==> config.mk <==
export PLATFORM = sky130hd
export DESIGN_NAME = interlacer
export DESIGN_NICKNAME = d
export VERILOG_FILES = /design/src/rtl/interlacer_pkg.sv /design/src/rtl/interlacer_avst_out_reg.sv /design/src/rtl/interlacer.sv
export SDC_FILE = /design/constraint.sdc
export NUM_CORES = 1
export LEC_CHECK = 0
export CORE_MARGIN = 2
export CORE_UTILIZATION = 40
export DETAILED_ROUTE_END_ITERATION = 12
export PLACE_DENSITY_LB_ADDON = 0.2
export SETUP_SLACK_MARGIN = 0.4
export SLEW_MARGIN = 10
export SYNTH_ARGS = -nofsm -noshare
export SYNTH_HDL_FRONTEND = slang
export SYNTH_SLANG_ARGS = --single-unit
==> constraint.sdc <==
create_clock -name clock -period 1.86 [get_ports clock]
set_input_delay 0.465 -clock clock [delete_from_list [all_inputs] [get_ports clock]]
set_output_delay 0.465 -clock clock [all_outputs]
set_load 0.05 [all_outputs]
==> src/rtl/interlacer_pkg.sv <==
// Shared types and constants for the progressive-to-interlaced converter.
package interlacer_pkg;

  typedef enum logic [2:0] {
    IDLE,
    DISCARD,
    CTRL,
    VHDR,
    PASS,
    FLUSH,
    PAD
  } state_t;

  typedef enum logic {
    F0 = 1'b0,
    F1 = 1'b1
  } field_t;

  localparam logic [3:0] CTRL_TYPE  = 4'hF;
  localparam logic [3:0] VIDEO_TYPE = 4'h0;
  localparam logic [3:0] ILACE_F0   = 4'b1000;
  localparam logic [3:0] ILACE_F1   = 4'b1100;
  localparam logic [3:0] LAST_CTRL_BEAT = 4'd9;

  // Nibble carried by each beat of the regenerated control packet.
  function automatic logic [3:0] ctrl_nibble(input logic [3:0]  beat,
                                             input logic [15:0] width,
                                             input logic [15:0] lines,
                                             input field_t      field);
    case (beat)
      4'd0:    return CTRL_TYPE;
      4'd1:    return width[15:12];
      4'd2:    return width[11:8];
      4'd3:    return width[7:4];
      4'd4:    return width[3:0];
      4'd5:    return lines[15:12];
      4'd6:    return lines[11:8];
      4'd7:    return lines[7:4];
      4'd8:    return lines[3:0];
      default: return (field == F1) ? ILACE_F1 : ILACE_F0;
    endcase
  endfunction

endpackage

==> src/rtl/interlacer_avst_out_reg.sv <==
// Single-stage Avalon-ST source register: loads when empty or draining, holds while stalled.
module avst_out_reg #(
  parameter int DATA_WIDTH = 8
) (
  input  logic                  clock,
  input  logic                  reset,
  input  logic                  load,
  input  logic [DATA_WIDTH-1:0] load_data,
  input  logic                  load_sop,
  input  logic                  load_eop,
  output logic                  can_load,
  input  logic                  dout_ready,
  output logic [DATA_WIDTH-1:0] dout_data,
  output logic                  dout_valid,
  output logic                  dout_sop,
  output logic                  dout_eop
);

  assign can_load = dout_ready || !dout_valid;

  always_ff @(posedge clock or negedge reset) begin
    if (!reset) begin
      dout_valid <= 1'b0;
      dout_data  <= '0;
      dout_sop   <= 1'b0;
      dout_eop   <= 1'b0;
    end else if (can_load) begin
      dout_valid <= load;
      if (load) begin
        dout_data <= load_data;
        dout_sop  <= load_sop;
        dout_eop  <= load_eop;
      end
    end
  end

endmodule

==> src/rtl/interlacer.sv <==
// Progressive frame in, alternating F0/F1 fields out, each with a regenerated control packet.
// Optional INTERLACER_STATS_EN adds fields_out and short_frames counters.
module interlacer
  import interlacer_pkg::*;
#(
  parameter int SYMBOLS_PER_BEAT = 1,
  parameter int BITS_PER_SYMBOL  = 8,
  parameter int WIDTH            = 640,
  parameter int HEIGHT           = 480,
  localparam int DATA_WIDTH      = SYMBOLS_PER_BEAT * BITS_PER_SYMBOL
) (
  input  logic                  clock,
  input  logic                  reset,
  input  logic [DATA_WIDTH-1:0] din_data,
  input  logic                  din_valid,
  output logic                  din_ready,
  input  logic                  din_startofpacket,
  input  logic                  din_endofpacket,
  output logic [DATA_WIDTH-1:0] dout_data,
  output logic                  dout_valid,
  input  logic                  dout_ready,
  output logic                  dout_startofpacket,
  output logic                  dout_endofpacket
`ifdef INTERLACER_STATS_EN
  ,
  output logic [15:0]           fields_out,
  output logic [15:0]           short_frames
`endif
);

  localparam logic [15:0] LAST_COL   = 16'(WIDTH - 1);
  localparam logic [15:0] HALF_LINES = 16'(HEIGHT / 2);

  state_t                state, next_state;
  field_t                field;
  logic [3:0]            beat;
  logic [15:0]           col, row;
  logic                  kept, last_kept, can_load, din_ready_int, din_accept;
  logic                  load, load_sop, load_eop;
  logic [DATA_WIDTH-1:0] load_data;
  logic                  advance, skip_row, field_done;

  assign kept       = (row[0] == field);
  assign last_kept  = kept && (col == LAST_COL) &&
                      (row == ((field == F1) ? 16'(HEIGHT - 1) : 16'(HEIGHT - 2)));
  // Reset gates ready directly so the sink stalls in the same cycle reset is asserted.
  assign din_ready  = reset && din_ready_int;
  assign din_accept = din_valid && din_ready_int;

  always_ff @(posedge clock or negedge reset) begin
    if (!reset) state <= IDLE;
    else        state <= next_state;
  end

  always_comb begin
    next_state = state;
    case (state)
      IDLE:
        if (din_valid && din_startofpacket) begin
          if (din_data[3:0] == VIDEO_TYPE) next_state = CTRL;
          else if (!din_endofpacket)       next_state = DISCARD;
        end
      DISCARD, FLUSH:
        if (din_valid && din_endofpacket) next_state = IDLE;
      CTRL:
        if (can_load && beat == LAST_CTRL_BEAT) next_state = VHDR;
      VHDR:
        if (can_load) next_state = PASS;
      PASS:
        if (din_valid && din_startofpacket) next_state = PAD;
        else if (din_accept) begin
          if (last_kept)            next_state = din_endofpacket ? IDLE : FLUSH;
          else if (din_endofpacket) next_state = PAD;
        end
      PAD:
        if (can_load && last_kept) next_state = IDLE;
      default: next_state = IDLE;
    endcase
  end

  always_comb begin
    din_ready_int = 1'b0;
    load          = 1'b0;
    load_data     = '0;
    load_sop      = 1'b0;
    load_eop      = 1'b0;
    case (state)
      IDLE, DISCARD, FLUSH: din_ready_int = 1'b1;
      CTRL: begin
        load      = can_load;
        load_data = DATA_WIDTH'(ctrl_nibble(beat, 16'(WIDTH), HALF_LINES, field));
        load_sop  = (beat == 4'd0);
        load_eop  = (beat == LAST_CTRL_BEAT);
      end
      VHDR: begin
        load      = can_load;
        load_data = DATA_WIDTH'(VIDEO_TYPE);
        load_sop  = 1'b1;
      end
      // A new sop is left unconsumed so IDLE can pick it up after padding.
      PASS: begin
        if (din_valid && din_startofpacket) din_ready_int = 1'b0;
        else if (kept)                      din_ready_int = can_load;
        else                                din_ready_int = 1'b1;
        load      = din_valid && !din_startofpacket && kept && can_load;
        load_data = din_data;
        load_eop  = last_kept;
      end
      PAD: begin
        load     = can_load && kept;
        load_eop = last_kept;
      end
      default: ;
    endcase
  end

  assign advance    = ((state == PASS) && din_accept) || ((state == PAD) && kept && can_load);
  assign skip_row   = (state == PAD) && !kept;
  assign field_done = ((state == PASS) && din_accept && last_kept && din_endofpacket) ||
                      ((state == FLUSH) && din_valid && din_endofpacket) ||
                      ((state == PAD) && can_load && last_kept);

  always_ff @(posedge clock or negedge reset) begin
    if (!reset) begin
      field <= F0;
      beat  <= '0;
      col   <= '0;
      row   <= '0;
    end else begin
      if (field_done) field <= (field == F0) ? F1 : F0;
      if (state == CTRL && can_load) beat <= (beat == LAST_CTRL_BEAT) ? 4'd0 : beat + 4'd1;
      if (state == VHDR) begin
        col <= '0;
        row <= '0;
      end else if (skip_row) begin
        col <= '0;
        row <= row + 16'd1;
      end else if (advance) begin
        if (col == LAST_COL) begin
          col <= '0;
          row <= row + 16'd1;
        end else begin
          col <= col + 16'd1;
        end
      end
    end
  end

`ifdef INTERLACER_STATS_EN
  logic pad_entry;
  assign pad_entry = (state != PAD) && (next_state == PAD);

  always_ff @(posedge clock or negedge reset) begin
    if (!reset) begin
      fields_out   <= '0;
      short_frames <= '0;
    end else begin
      if (field_done) fields_out <= fields_out + 16'd1;
      if (pad_entry && short_frames != 16'hFFFF) short_frames <= short_frames + 16'd1;
    end
  end
`endif

  avst_out_reg #(.DATA_WIDTH(DATA_WIDTH)) u_out_reg (
    .clock      (clock),
    .reset      (reset),
    .load       (load),
    .load_data  (load_data),
    .load_sop   (load_sop),
    .load_eop   (load_eop),
    .can_load   (can_load),
    .dout_ready (dout_ready),
    .dout_data  (dout_data),
    .dout_valid (dout_valid),
    .dout_sop   (dout_startofpacket),
    .dout_eop   (dout_endofpacket)
  );

endmodule

* Word level (Yosys, flattened, before mapping)
Cells that the tools add are included. Widths: inputs -> output; s select.
Storage, ports and cells: logic and storage cells 115, bits in registers 51, output and inout bits 12
Operators by class: reductions and logical operators 44, multiplexer cells 33, add/sub/neg operators 3, eq/ne operators 26
Operators by type and width (count):
- $mux 16 | 8
- $mux 3 | 13
- $add 16x1->16 const B | 2
- $logic_and 1x1->1 | 23
- $pmux 3 s6 | 1
- $eq 16x10->1 const B | 1
- $eq 16x9->1 | 1
- $eq 4x3->1 const B | 4
- $pmux 4 s4 | 1
- $pmux 8 s2 | 1
- $ne 2x2->1 const B | 5
- $eq 3x3->1 const B | 3
- $eq 4x2->1 const B | 2
- $eq 4x4->1 const B | 2
- $logic_not 4->1 | 2
- $reduce_and 8->1 | 1
- $reduce_or 2->1 | 4
- $eq 3x2->1 const B | 2
- $ne 3x3->1 const B | 2
- $pmux 1 s2 | 3
- $reduce_bool 3->1 | 2
- $reduce_or 5->1 | 1
- $add 4x1->4 const B | 1
- $eq 4x1->1 const B | 1
- 11 further kinds | 20

* Logic depth before layout (Yosys ltp)
Gate-level depths: netlist of run 1.
depth after elaboration 11, depth in mapped cells 9

* Modules after synthesis
From an unflattened synthesis of run 1, not the netlist that was laid out.
Second synthesis, totals: cells, all modules 363, area, all modules 3229.3 µm²
By module, submodules not included:
- interlacer | sequential area each 1001.0 µm², instances 1, cells each 339, area an instance 2763.9 µm²
- avst_out_reg | sequential area each 275.3 µm², instances 1, cells each 24, area an instance 465.4 µm²

* Worst setup path before layout of run 1
Ideal clock, no wire load.
path type flip-flop to output port, start point register u_out_reg.dout_valid, end point output din_ready, cell stages (with the launch flop) 5, setup slack -0.350 ns, arrival 1.745 ns, data required time 1.395 ns, cell sequence dfrtp_1 nand2b_1 buf_2 o21ai_0 a21oi_1
On the way: word-level cells in the longest chain between the ends 6
Ends and longest elaborated chain:
- from (decl) | line interlacer_avst_out_reg.sv:14 | output logic dout_valid,
- from (signal assigned) | line interlacer_avst_out_reg.sv:28 | dout_valid <= load;
- $logic_not 1->1 | line interlacer_avst_out_reg.sv:19 | assign can_load = dout_ready || !dout_valid;
- $logic_or 1x1->1 | line interlacer_avst_out_reg.sv:19
- $mux 1 | line interlacer.sv:103 | else if (kept) din_ready_int = can_load;
- $mux 1 | line interlacer.sv:102 | if (din_valid && din_startofpacket) din_ready_int = 1'b0;
- $pmux 1 s2 | line interlacer.sv:87 | case (state)
- $logic_and 1x1->1 | line interlacer.sv:47 | assign din_ready = reset && din_ready_int;
- to (decl) | line interlacer.sv:16 | output logic din_ready,
Every way passes these cells.

* Worst setup path after layout of run 1
start point register col[1], end point register state[0]
On the way: word-level cells in the longest chain between the ends 7, elaborated cells on any way between the ends 11, classes of those cells 3 x eq/ne; 4 x mux; 4 x reduce/logical
Ends and longest elaborated chain:
- from (decl) | line interlacer.sv:37 | logic [15:0] col, row;
- from (signal assigned) | line interlacer.sv:143 | col <= col + 16'd1;
- $eq 16x10->1 * | line interlacer.sv:44 | assign last_kept = kept && (col == LAST_COL) &&
- $logic_and 1x1->1 * (2 in series) | line interlacer.sv:44
- $mux 3 | line interlacer.sv:72 | if (last_kept) next_state = din_endofpacket ? IDLE : FLUSH;
- $mux 3 | line interlacer.sv:71 | else if (din_accept) begin
- $mux 3 | line interlacer.sv:70 | if (din_valid && din_startofpacket) next_state = PAD;
- $pmux 3 s6 | line interlacer.sv:57 | case (state)
- to (signal assigned) | line interlacer.sv:52 | else state <= next_state;
- to (decl) | line interlacer.sv:34 | state_t state, next_state;
Every way passes the cells marked *; elsewhere a longest branch is shown, timed or not. The select of a mux whose other input is x is not followed. A chain may end at the register's enable or synchronous reset.

==> flow_metrics.env, run 1 <==
export IMPL_failed_checks="setup timing"
export IMPL_syn_inst=356
export IMPL_p_per_area_nw_per_um2=1520
export IMPL_final_area_sq_um=4830
export IMPL_ant_nets=0
export IMPL_ys_seq_area_share_pct=41.8
export IMPL_stdcell_count=562
export IMPL_p_leak_uw=0.00213
export IMPL_crit_buf_inv=2
export IMPL_grt_max_degree=52
export IMPL_wl_per_cell_um=15.9
export IMPL_finalSetupViolCount=25
export IMPL_synth_cell_area_sq_um=3050
export IMPL_cpPeakStageDelay_ps=370
export IMPL_synth_edf_count=0
export IMPL_cp_max_fo=5
export IMPL_p_switching_uw=3370
export IMPL_synth_seq_cells=51
export IMPL_required_ps=2110
export IMPL_fin_nets=479
export IMPL_gp_congestion=0.836
export IMPL_cap_violations=0
export IMPL_start_util_pct=41.6
export IMPL_ioPinCount=26
export IMPL_finalClockSkew_ps=10.9
export IMPL_dp_cells=530
export IMPL_wl_mm=8.96
export IMPL_grt_setup_unrepaired="yes"
export IMPL_seq_power_share_pct=24.8
export IMPL_ctsHoldBuffers=0
export IMPL_timing_fmax_ghz=0.500
export IMPL_status="complete, but fails checks"
export IMPL_synth_cell_type_count=51
export IMPL_drive_above_1_share_pct=44.5
export IMPL_min_path_type="in2async"
export IMPL_swShare_pct=46.0
export IMPL_hpwl_mm=5.72
export IMPL_cp_slowest_cell="dfrtp_1"
export IMPL_hold_viol_final=0
export IMPL_arrival_ps=2250
export IMPL_routed_via_density=5.38
export IMPL_clockBufferDepth=2
export IMPL_power_internal_uw=3960
export IMPL_io_buffers=25
export IMPL_grt_pass1_wl_mm=14.9
export IMPL_crit_top_cell="buf_6"
export IMPL_globalRouteOverflowTotal=0
export IMPL_synth_avg_cell_area_sq_um=8.57
export IMPL_area_growth_pct=58.2
export IMPL_postLayoutSetupSlackWorst_ps=-139
export IMPL_fp_coreArea_sq_um=7330
export IMPL_yosysTopAreaCell="dfrtp_1"
export IMPL_cts_buffers=5
export IMPL_drtIter0Drc=125
export IMPL_die_area_sq_um=8340
export IMPL_start_kind="register"
export IMPL_numClockSinks=51
export IMPL_cts_htree_levels=2
export IMPL_die_w_um=91.3
export IMPL_antenna_found_initial=0
export IMPL_n_antenna_cell=0
export IMPL_rows=31
export IMPL_first_pass_iters=4
export IMPL_timing_final_crit_share_pct=107
export IMPL_grtUsageTotal_pct=22.2
export IMPL_slew_headroom_pct=54.3
export IMPL_ys_warn_count=0
export IMPL_ys_flop_type="dfrtp_1"
export IMPL_clk_insertion_delay_late_ps=310
export IMPL_clk_pin_slew_ps=100
export IMPL_critPathCaptureType="register"
export IMPL_cts_root_buf="clkbuf_8"
export IMPL_drc=0
export IMPL_vdd_ir_drop_max_v=0.00108
export IMPL_ys_async_sr_fraction_pct=100
export IMPL_slew_violations=0
export IMPL_cpLargestDelayFamily="simple AND/OR/NAND/NOR gates"
export IMPL_crit_type="reg2reg"
export IMPL_path_cells="ha_2 -> and3_4 -> nand4_1 -> buf_6 -> nor4_4 -> buf_6 -> nand2_4 -> o41a_1 -> o21ai_2"
export IMPL_worstMarginPinSlew_ps=685
export IMPL_die_h_um=91.3
export IMPL_power_frac_clock_pct=9.3
export IMPL_place_area_sq_um=3940
export IMPL_cts_tree="yes"
export IMPL_mappedNetlistNets=372
export IMPL_power_frac_comb_pct=65.8
export IMPL_layout_common_cells="77 x buf_4, 50 x dfrtp_1, 37 x nand2_1, 28 x nor2_1, 22 x buf_6"
export IMPL_final_common_cell="buf_4"
export IMPL_routed_via_count=3021
export IMPL_synth_top_area_share_pct=41.8
export IMPL_synthTopCellsByArea="dfrtp_1 42%, o21ai_0 5.9%, nand2_1 5.7%"
export IMPL_grt_pass1_vias=3073
export IMPL_period_minus_slack_ps=2000
==> Yosys cell counts, drive strengths merged (2+ instances only) <==
library cell  count
dfrtp            51
nand2            47
nor2             44
o21ai            40
nand3            18
xnor2            16
nor4             14
inv              12
a21oi            11
clkbuf           11
nand4            11
buf               8
and3              6
nand2b            6
xor2              6
a31oi             5
nor3              5
o31ai             4
a21o              3
a22oi             3
and2              3
nor4b             3
a221oi            2
a22o              2
and2b             2
and4              2
ha                2
mux2i             2
nor2b             2
o211ai            2
or4               2
==> stage by stage <==
stage	total power, uW	utilization (%)	worst slack (ps)	TNS [ps]	hold slack [ps]
6_report	7330	65.8	-139	-1340	304
5_1_grt	7800	65.8	-256	-4000	376
4_1_cts	6850	62.0	-171	-1240	352
3_5_place_dp	5310	53.7	-483	-13830	521
3_3_place_gp	5230	53.7	-393	-12960	517
2_1_floorplan	3920	-	-57.4	-562	169
==> cell type report <==
class,count,area [sq um]
fillers,574,2500
multi-input cells,274,2190
flip-flops and latches,51,1280
repair buffers,119,1100
well taps,99,124
clock buffers,6,82.6
inverters,12,45.0
clock inverters,1,5.00
==> metal layers <==
layer	vias up	global-route usage, %	part of all wire [%]
met3	11	3.32	3.4
met4	0	4.67	1.2
met5	-	0	0
li1	1475	-	-
met2	62	39.0	51
met1	1473	29.1	44
==> flip-flops by register name, summed over array words and instances, names as in the netlist <==
name / flops
col: 16
beat: 4
u_out_reg.dout_valid: 1
state: 3
row: 16
u_out_reg.dout_eop: 1
u_out_reg.dout_data: 8
u_out_reg.dout_sop: 1
field: 1
==> cell families (layout without fill, tap and decap cells) <==
| logic type | after synthesis | in the layout | share of synthesized area, % |
|---|---|---|---|
| AO/OA/AOI/OAI | 81 | 81 | 16.7 |
| flip-flops | 51 | 51 | 41.8 |
| adder cells (fa/ha/maj) | 2 | 2 | 0.820 |
| AND/OR/NAND/NOR | 166 | 166 | 28.8 |
| multiplexers | 3 | 3 | 1.03 |
| buffers and inverters | 31 | 138 | 4.51 |
| XOR/XNOR | 22 | 22 | 6.32 |
==> timing repair <==
action	4_1_cts	5_1_grt
setup endpoints to repair	51	52
resized for setup	102	49
gates cloned	1	0
buffers inserted	16	8
pin swaps	47	41
==> power groups by stage <==
stage	Combinational, uW	Sequential, uW	Clock [uW]
6_report	4830	1820	682
5_1_grt	5170	1880	744
4_1_cts	4360	1810	689
3_5_place_dp	3510	1800	0
3_3_place_gp	3450	1780	0
2_1_floorplan	1820	2100	0
==> final timing paths <==
check	to	start	cells after the start	slack, ps
worst min register to register	u_out_reg.dout_data[7]$_DFFE_PN0P_	u_out_reg.dout_data[7]$_DFFE_PN0P_	2	530
min in group clock	u_out_reg.dout_data[7]$_DFFE_PN0P_	u_out_reg.dout_data[7]$_DFFE_PN0P_	2	530
worst min-delay path	row[15]$_DFFE_PN0P_	reset	2	300
worst max register to register	state[0]$_DFFE_PN0P_	col[1]$_DFFE_PN0P_	9	-140
worst max-delay path	state[0]$_DFFE_PN0P_	col[1]$_DFFE_PN0P_	9	-140
max in group asynchronous	u_out_reg.dout_valid$_DFFE_PN0P_	reset	2	1050
Power figures use the tool's default switching activity.
==> run 2, diff against run 1 <==
--- a/config.mk
+++ b/config.mk
@@ -5,7 +5,6 @@
 export SDC_FILE = /design/constraint.sdc
 export NUM_CORES = 1
 export LEC_CHECK = 0
-export CORE_MARGIN = 2
 export CORE_UTILIZATION = 40
 export DETAILED_ROUTE_END_ITERATION = 12
 export PLACE_DENSITY_LB_ADDON = 0.2
==> run 2 against run 1 <==
Net effect:
- the run still ends with setup timing left
- sequential power up 3%
- setup slack worse by 40 ps
- sequential share of layout area up 0.65 points
- combinational power down 1%
==> flow_metrics.env, run 2 (synthesis results as in run 1) <==
export IMPL_finalSetupViolCount=19
export IMPL_layout_common_cells="70 x buf_4, 48 x dfrtp_1, 39 x nand2_1, 31 x nor2_1, 20 x buf_6"
export IMPL_reg2reg_from="col[1]$_DFFE_PN0P_"
export IMPL_r2r_end="state[0]$_DFFE_PN0P_"
export IMPL_rr_worst_depth=9
export IMPL_cts_htree_levels=2
export IMPL_power_uw=7330
export IMPL_numClockSinks=51
export IMPL_antenna_found_initial=0
export IMPL_die_w_um=89.3
export IMPL_ant_nets=0
export IMPL_slew_violations=0
export IMPL_wl_per_cell_um=15.1
export IMPL_finalClockSkew_ps=13.6
export IMPL_cts_buffers=5
export IMPL_period_minus_slack_ps=2040
export IMPL_hpwl_mm=5.37
export IMPL_r2r_setup_slack_ps=-180
export IMPL_finalSetupTns_ps=-1630
export IMPL_ioPinCount=26
export IMPL_highest_layer="met4"
export IMPL_cp_slowest_cell="dfrtp_1"
export IMPL_start_kind="register"
export IMPL_cts_root_buf="clkbuf_8"
export IMPL_rows=31
export IMPL_stdcell_count=557
export IMPL_worstMarginPinSlew_ps=675
export IMPL_fin_nets=473
export IMPL_crit_type="reg2reg"
export IMPL_clk_insertion_delay_late_ps=310
export IMPL_wl_met1_mm=3.96
export IMPL_place_area_sq_um=3880
export IMPL_required_ps=2100
export IMPL_area_growth_pct=54.7
export IMPL_crit_start="col[1]$_DFFE_PN0P_"
export IMPL_slew_headroom_pct=54.9
export IMPL_n_antenna_cell=0
export IMPL_grt_setup_unrepaired="yes"
export IMPL_final_common_cell="buf_4"
export IMPL_fillCellCount=574
export IMPL_top_regs="col: 16 flops, row: 16 flops, u_out_reg.dout_data: 8 flops"
export IMPL_start_util_pct=41.6
export IMPL_grtUsageTotal_pct=22.2
export IMPL_drc=0
export IMPL_cpLargestDelayFamily="simple AND/OR/NAND/NOR gates"
export IMPL_grt_pass1_wl_mm=13.7
export IMPL_min_path_type="in2async"
export IMPL_final_area_sq_um=4720
export IMPL_failed_checks="setup timing"
export IMPL_timing_fmax_ghz=0.490
export IMPL_clockBufferDepth=2
export IMPL_io_buffers=25
export IMPL_met3WireLength_um=250
export IMPL_cpPeakStageDelay_ps=370
export IMPL_grt_max_degree=52
export IMPL_gp_congestion=0.839
export IMPL_cp_max_fo=6
export IMPL_drive_above_1_share_pct=40.0
export IMPL_routed_via_count=2993
export IMPL_routed_via_density=5.37
export IMPL_die_h_um=89.3
export IMPL_timing_final_crit_share_pct=110
export IMPL_path_cells="ha_2 -> and3_4 -> nand4_1 -> buf_4 -> nor4_4 -> buf_6 -> nand2_4 -> o41a_1 -> o21ai_2"
export IMPL_met2RoutedLength_mm=4.16
export IMPL_status="complete, but fails checks"
export IMPL_cap_violations=0
export IMPL_clk_pin_slew_ps=100
export IMPL_cts_tree="yes"
export IMPL_wl_mm=8.43
export IMPL_grt_pass1_vias=2857
export IMPL_critPathCaptureType="register"
export IMPL_globalRouteOverflowTotal=0
export IMPL_drtIter0Drc=159
export IMPL_first_pass_iters=4
export IMPL_crit_buf_inv=2
export IMPL_postLayoutSetupSlackWorst_ps=-179
export IMPL_vdd_ir_drop_max_v=0.00110
export IMPL_p_per_area_nw_per_um2=1550
export IMPL_dp_cells=526
export IMPL_fp_coreArea_sq_um=7330
export IMPL_p_leak_uw=0.00208
export IMPL_die_area_sq_um=7980
export IMPL_hold_viol_final=0
export IMPL_arrival_ps=2280
-- run 2: changes by cell type in the layout (fill, tap and decap cells not counted), moves of 3 or more --
cell | previous run | this run
nand3_2 | 6 | 3
nand2_2 | 6 | 3
buf_4 | 77 | 70
o21ai_2 | 11 | 8
nand3_1 | 12 | 15
a21oi_1 | 6 | 9
o21ai_0 | 10 | 13
nor2_4 | 15 | 10
nor2_1 | 28 | 31
-- run 2: timing repair --
action,4_1_cts,5_1_grt
endpoints found under the setup margin,49,49
gates cloned,2,0
pin swaps,37,33
hold buffers,0,0
buffers inserted,12,9
endpoints found under the hold margin,0,0
resized for setup,88,42
-- run 2: how the worst max path moves through the flow --
stage / end / slack (ps) / cells past startpoint
after floorplan: state[0]$_DFFE_PN0P_ / -60 / 8
after CTS: state[0]$_DFFE_PN0P_ / -150 / 9
after global routing: field$_DFFE_PN0P_ / -290 / 9
after detailed placement: state[1]$_DFFE_PN0P_ / -450 / 7
after global placement: row[3]$_DFFE_PN0P_ / -410 / 8
final: state[0]$_DFFE_PN0P_ / -180 / 9
-- run 2: area by class of cell --
class / instances / area [sq um] / share of cell area [%]
inverter: 12 / 45.0 / 0.954
timing repair buffer: 113 / 1080 / 22.8
sequential: 51 / 1280 / 27.1
multi-input combinational: 274 / 2100 / 44.5
clock buffer: 7 / 86.3 / 1.83
tap: 99 / 124 / 2.62
clock inverter: 1 / 8.76 / 0.186
-- run 2: metal layers --
layer  GRT usage [%]  up-vias
li1                -     1458
met1            29.8     1483
met2            37.7       44
met3            3.14        8
met4            5.92        0
met5               0        -
-- run 2: report_power, final --
group	switching, uW	internal (uW)	total (uW)	leakage [uW]
Clock	377	306	683	0.0000484
Sequential	393	1470	1870	0.000653
Combinational	2510	2270	4780	0.00138
-- run 2: metrics by stage --
step / hold slack [ps] / utilization [%] / setup slack, ps
finish: 297 / 64.4 / -179
global route: 372 / 64.4 / -291
CTS: 318 / 61.1 / -150
floorplan: 169 / - / -57.4
global placement: 514 / 52.9 / -407
detailed placement: 518 / 52.9 / -447
==> run 3, diff against run 2 <==
==> constraint.sdc (replaced) <==
create_clock -name clock -period 1.97 [get_ports clock]
set_input_delay 0.4925 -clock clock [delete_from_list [all_inputs] [get_ports clock]]
set_output_delay 0.4925 -clock clock [all_outputs]
set_load 0.05 [all_outputs]
==> run 3 against run 2 <==
Net effect:
- the flow still finishes with violations (setup timing)
- hold slack improved by 30 ps
- register-to-register slack improved by 140 ps
- largest power group unchanged
- critical endpoint is now din_ready
- power fell by 12%
- via count fell by 0.84%
- flip-flop and latch count did not move
- sequential share of layout area rose by 1.2 points
==> flow_metrics.env, run 3 (synthesis results as in run 1) <==
export IMPL_finalClockSkew_ps=5.60
export IMPL_period_minus_slack_ps=2040
export IMPL_globalRouteOverflowTotal=0
export IMPL_crit_type="reg2out"
export IMPL_multi_input_area_sq_um=2050
export IMPL_layout_common_cells="75 x buf_4, 50 x dfrtp_1, 42 x nand2_1, 37 x nor2_1, 22 x o21ai_0"
export IMPL_wl_per_cell_um=15.6
export IMPL_ant_nets=0
export IMPL_start_util_pct=41.6
export IMPL_critPathCaptureType="primary output"
export IMPL_start_kind="register"
export IMPL_drtIter0Drc=203
export IMPL_required_ps=1480
export IMPL_grt_setup_unrepaired="yes"
export IMPL_wl_mm=8.52
export IMPL_die_area_sq_um=7980
export IMPL_numClockSinks=51
export IMPL_timing_fmax_ghz=0.491
export IMPL_clockBufferDepth=2
export IMPL_gp_congestion=0.920
export IMPL_arrival_ps=1540
export IMPL_fp_coreArea_sq_um=7330
export IMPL_regArea_sq_um=1280
export IMPL_routed_via_density=5.42
export IMPL_final_area_sq_um=4510
export IMPL_reg2reg_from="col[1]$_DFFE_PN0P_"
export IMPL_place_area_sq_um=3840
export IMPL_worstMarginPinSlew_ps=690
export IMPL_n_antenna_cell=0
export IMPL_failed_checks="setup timing"
export IMPL_timing_final_crit_share_pct=103
export IMPL_clk_pin_slew_ps=100
export IMPL_p_leak_uw=0.00202
export IMPL_hold_viol_final=0
export IMPL_rows=31
export IMPL_power_uw=6440
export IMPL_cts_root_buf="clkbuf_8"
export IMPL_postLayoutSetupSlackWorst_ps=-66.0
export IMPL_cp_max_fo=4
export IMPL_fillCellCount=606
export IMPL_cap_violations=0
export IMPL_cts_htree_levels=2
export IMPL_grt_pass1_wl_mm=13.6
export IMPL_io_buffers=25
export IMPL_final_common_cell="buf_4"
export IMPL_die_w_um=89.3
export IMPL_top_regs="col: 16 flops, row: 16 flops, u_out_reg.dout_data: 8 flops"
export IMPL_min_path_type="in2async"
export IMPL_dp_slack_ps=-431
export IMPL_p_per_area_nw_per_um2=1430
export IMPL_die_h_um=89.3
export IMPL_vdd_ir_drop_max_v=0.000928
export IMPL_drive_above_1_share_pct=36.1
export IMPL_drc=0
export IMPL_finalSetupTns_ps=-219
export IMPL_grt_pass1_vias=2806
export IMPL_fin_nets=464
export IMPL_finalSetupViolCount=8
export IMPL_cpPeakStageDelay_ps=550
export IMPL_cts_tree="yes"
export IMPL_crit_buf_inv=1
export IMPL_routed_via_count=2968
export IMPL_status="complete, but fails checks"
export IMPL_first_pass_iters=5
export IMPL_antenna_found_initial=0
export IMPL_slew_headroom_pct=53.9
export IMPL_cp_slowest_cell="dfrtp_1"
export IMPL_slew_violations=0
export IMPL_hpwl_mm=5.42
export IMPL_cpLargestDelayFamily="flip-flops"
export IMPL_grtUsageTotal_pct=22.4
export IMPL_clk_insertion_delay_late_ps=320
export IMPL_cts_buffers=5
export IMPL_area_growth_pct=47.9
export IMPL_crit_start="field$_DFFE_PN0P_"
export IMPL_ioPinCount=26
export IMPL_path_cells="xor2_4 -> o21ai_4 -> a21oi_4 -> buf_12"
export IMPL_grt_max_degree=52
-- run 3: cell types whose count changed in the layout (fill, tap and decap cells not counted), moves of 2 or more --
| cell | delta |
|---|---|
| o21ai_0 | +9 |
| nor2_4 | -6 |
| nor2_1 | +6 |
| buf_12 | -3 |
| o21ai_1 | -8 |
| bufinv_16 | +2 |
| buf_16 | -2 |
| dfrtp_2 | -2 |
| dfrtp_1 | +2 |
| buf_6 | -10 |
| nand2_1 | +3 |
| buf_8 | -2 |
| buf_4 | +5 |
-- run 3: path summary, 6_finish.rpt --
path                                                      end  slack, ps  cells after the start
hold / removal                             row[3]$_DFFE_PN0P_        330                      2
max in group asynchronous    u_out_reg.dout_valid$_DFFE_PN0P_       1150                      2
hold reg to reg            u_out_reg.dout_data[2]$_DFFE_PN0P_        550                      2
setup reg to reg                           row[3]$_DFFE_PN0P_        -40                     10
min in group clock         u_out_reg.dout_data[2]$_DFFE_PN0P_        550                      2
setup / recovery                                    din_ready        -70                      4
-- run 3: area by class of cell --
| class | count | area share (%) |
|---|---|---|
| multi-input combinational | 276 | 45.4 |
| sequential | 51 | 28.3 |
| timing repair buffer | 102 | 19.6 |
| tap | 99 | 2.74 |
| clock buffer | 6 | 1.61 |
| clock inverter | 2 | 1.33 |
| inverter | 12 | 0.998 |
-- run 3: stage by stage --
stage,hold slack [ps],utilization (%),std cells
after floorplan,197,-,356
after global placement,522,52.4,521
after detailed placement,528,52.4,521
after CTS,366,57.9,540
after global routing,402,61.6,548
final,328,61.6,548
-- run 3: routing by layer --
layer	track usage [%]	wire, um	up-vias
met2	35.9	4190	67
li1	-	-	1459
met4	7.65	156	0
met3	3.51	314	13
met5	0	0	-
met1	30.7	3870	1429
-- run 3: repair_timing --
action | 4_1_cts | 5_1_grt
gates resized for setup | 32 | 54
hold buffers | 0 | 0
buffers inserted | 8 | 8
pin swaps | 24 | 21
endpoints found under the setup margin | 50 | 51
cloned | 3 | 0
-- run 3: where the power goes --
group / leakage [uW] / switching, uW / internal (uW) / total, uW
sequential: 0.000656 / 387 / 1390 / 1770
clock: 0.0000654 / 371 / 508 / 879
combinational: 0.00130 / 2160 / 1630 / 3790
total: 0.00202 / 2920 / 3520 / 6440
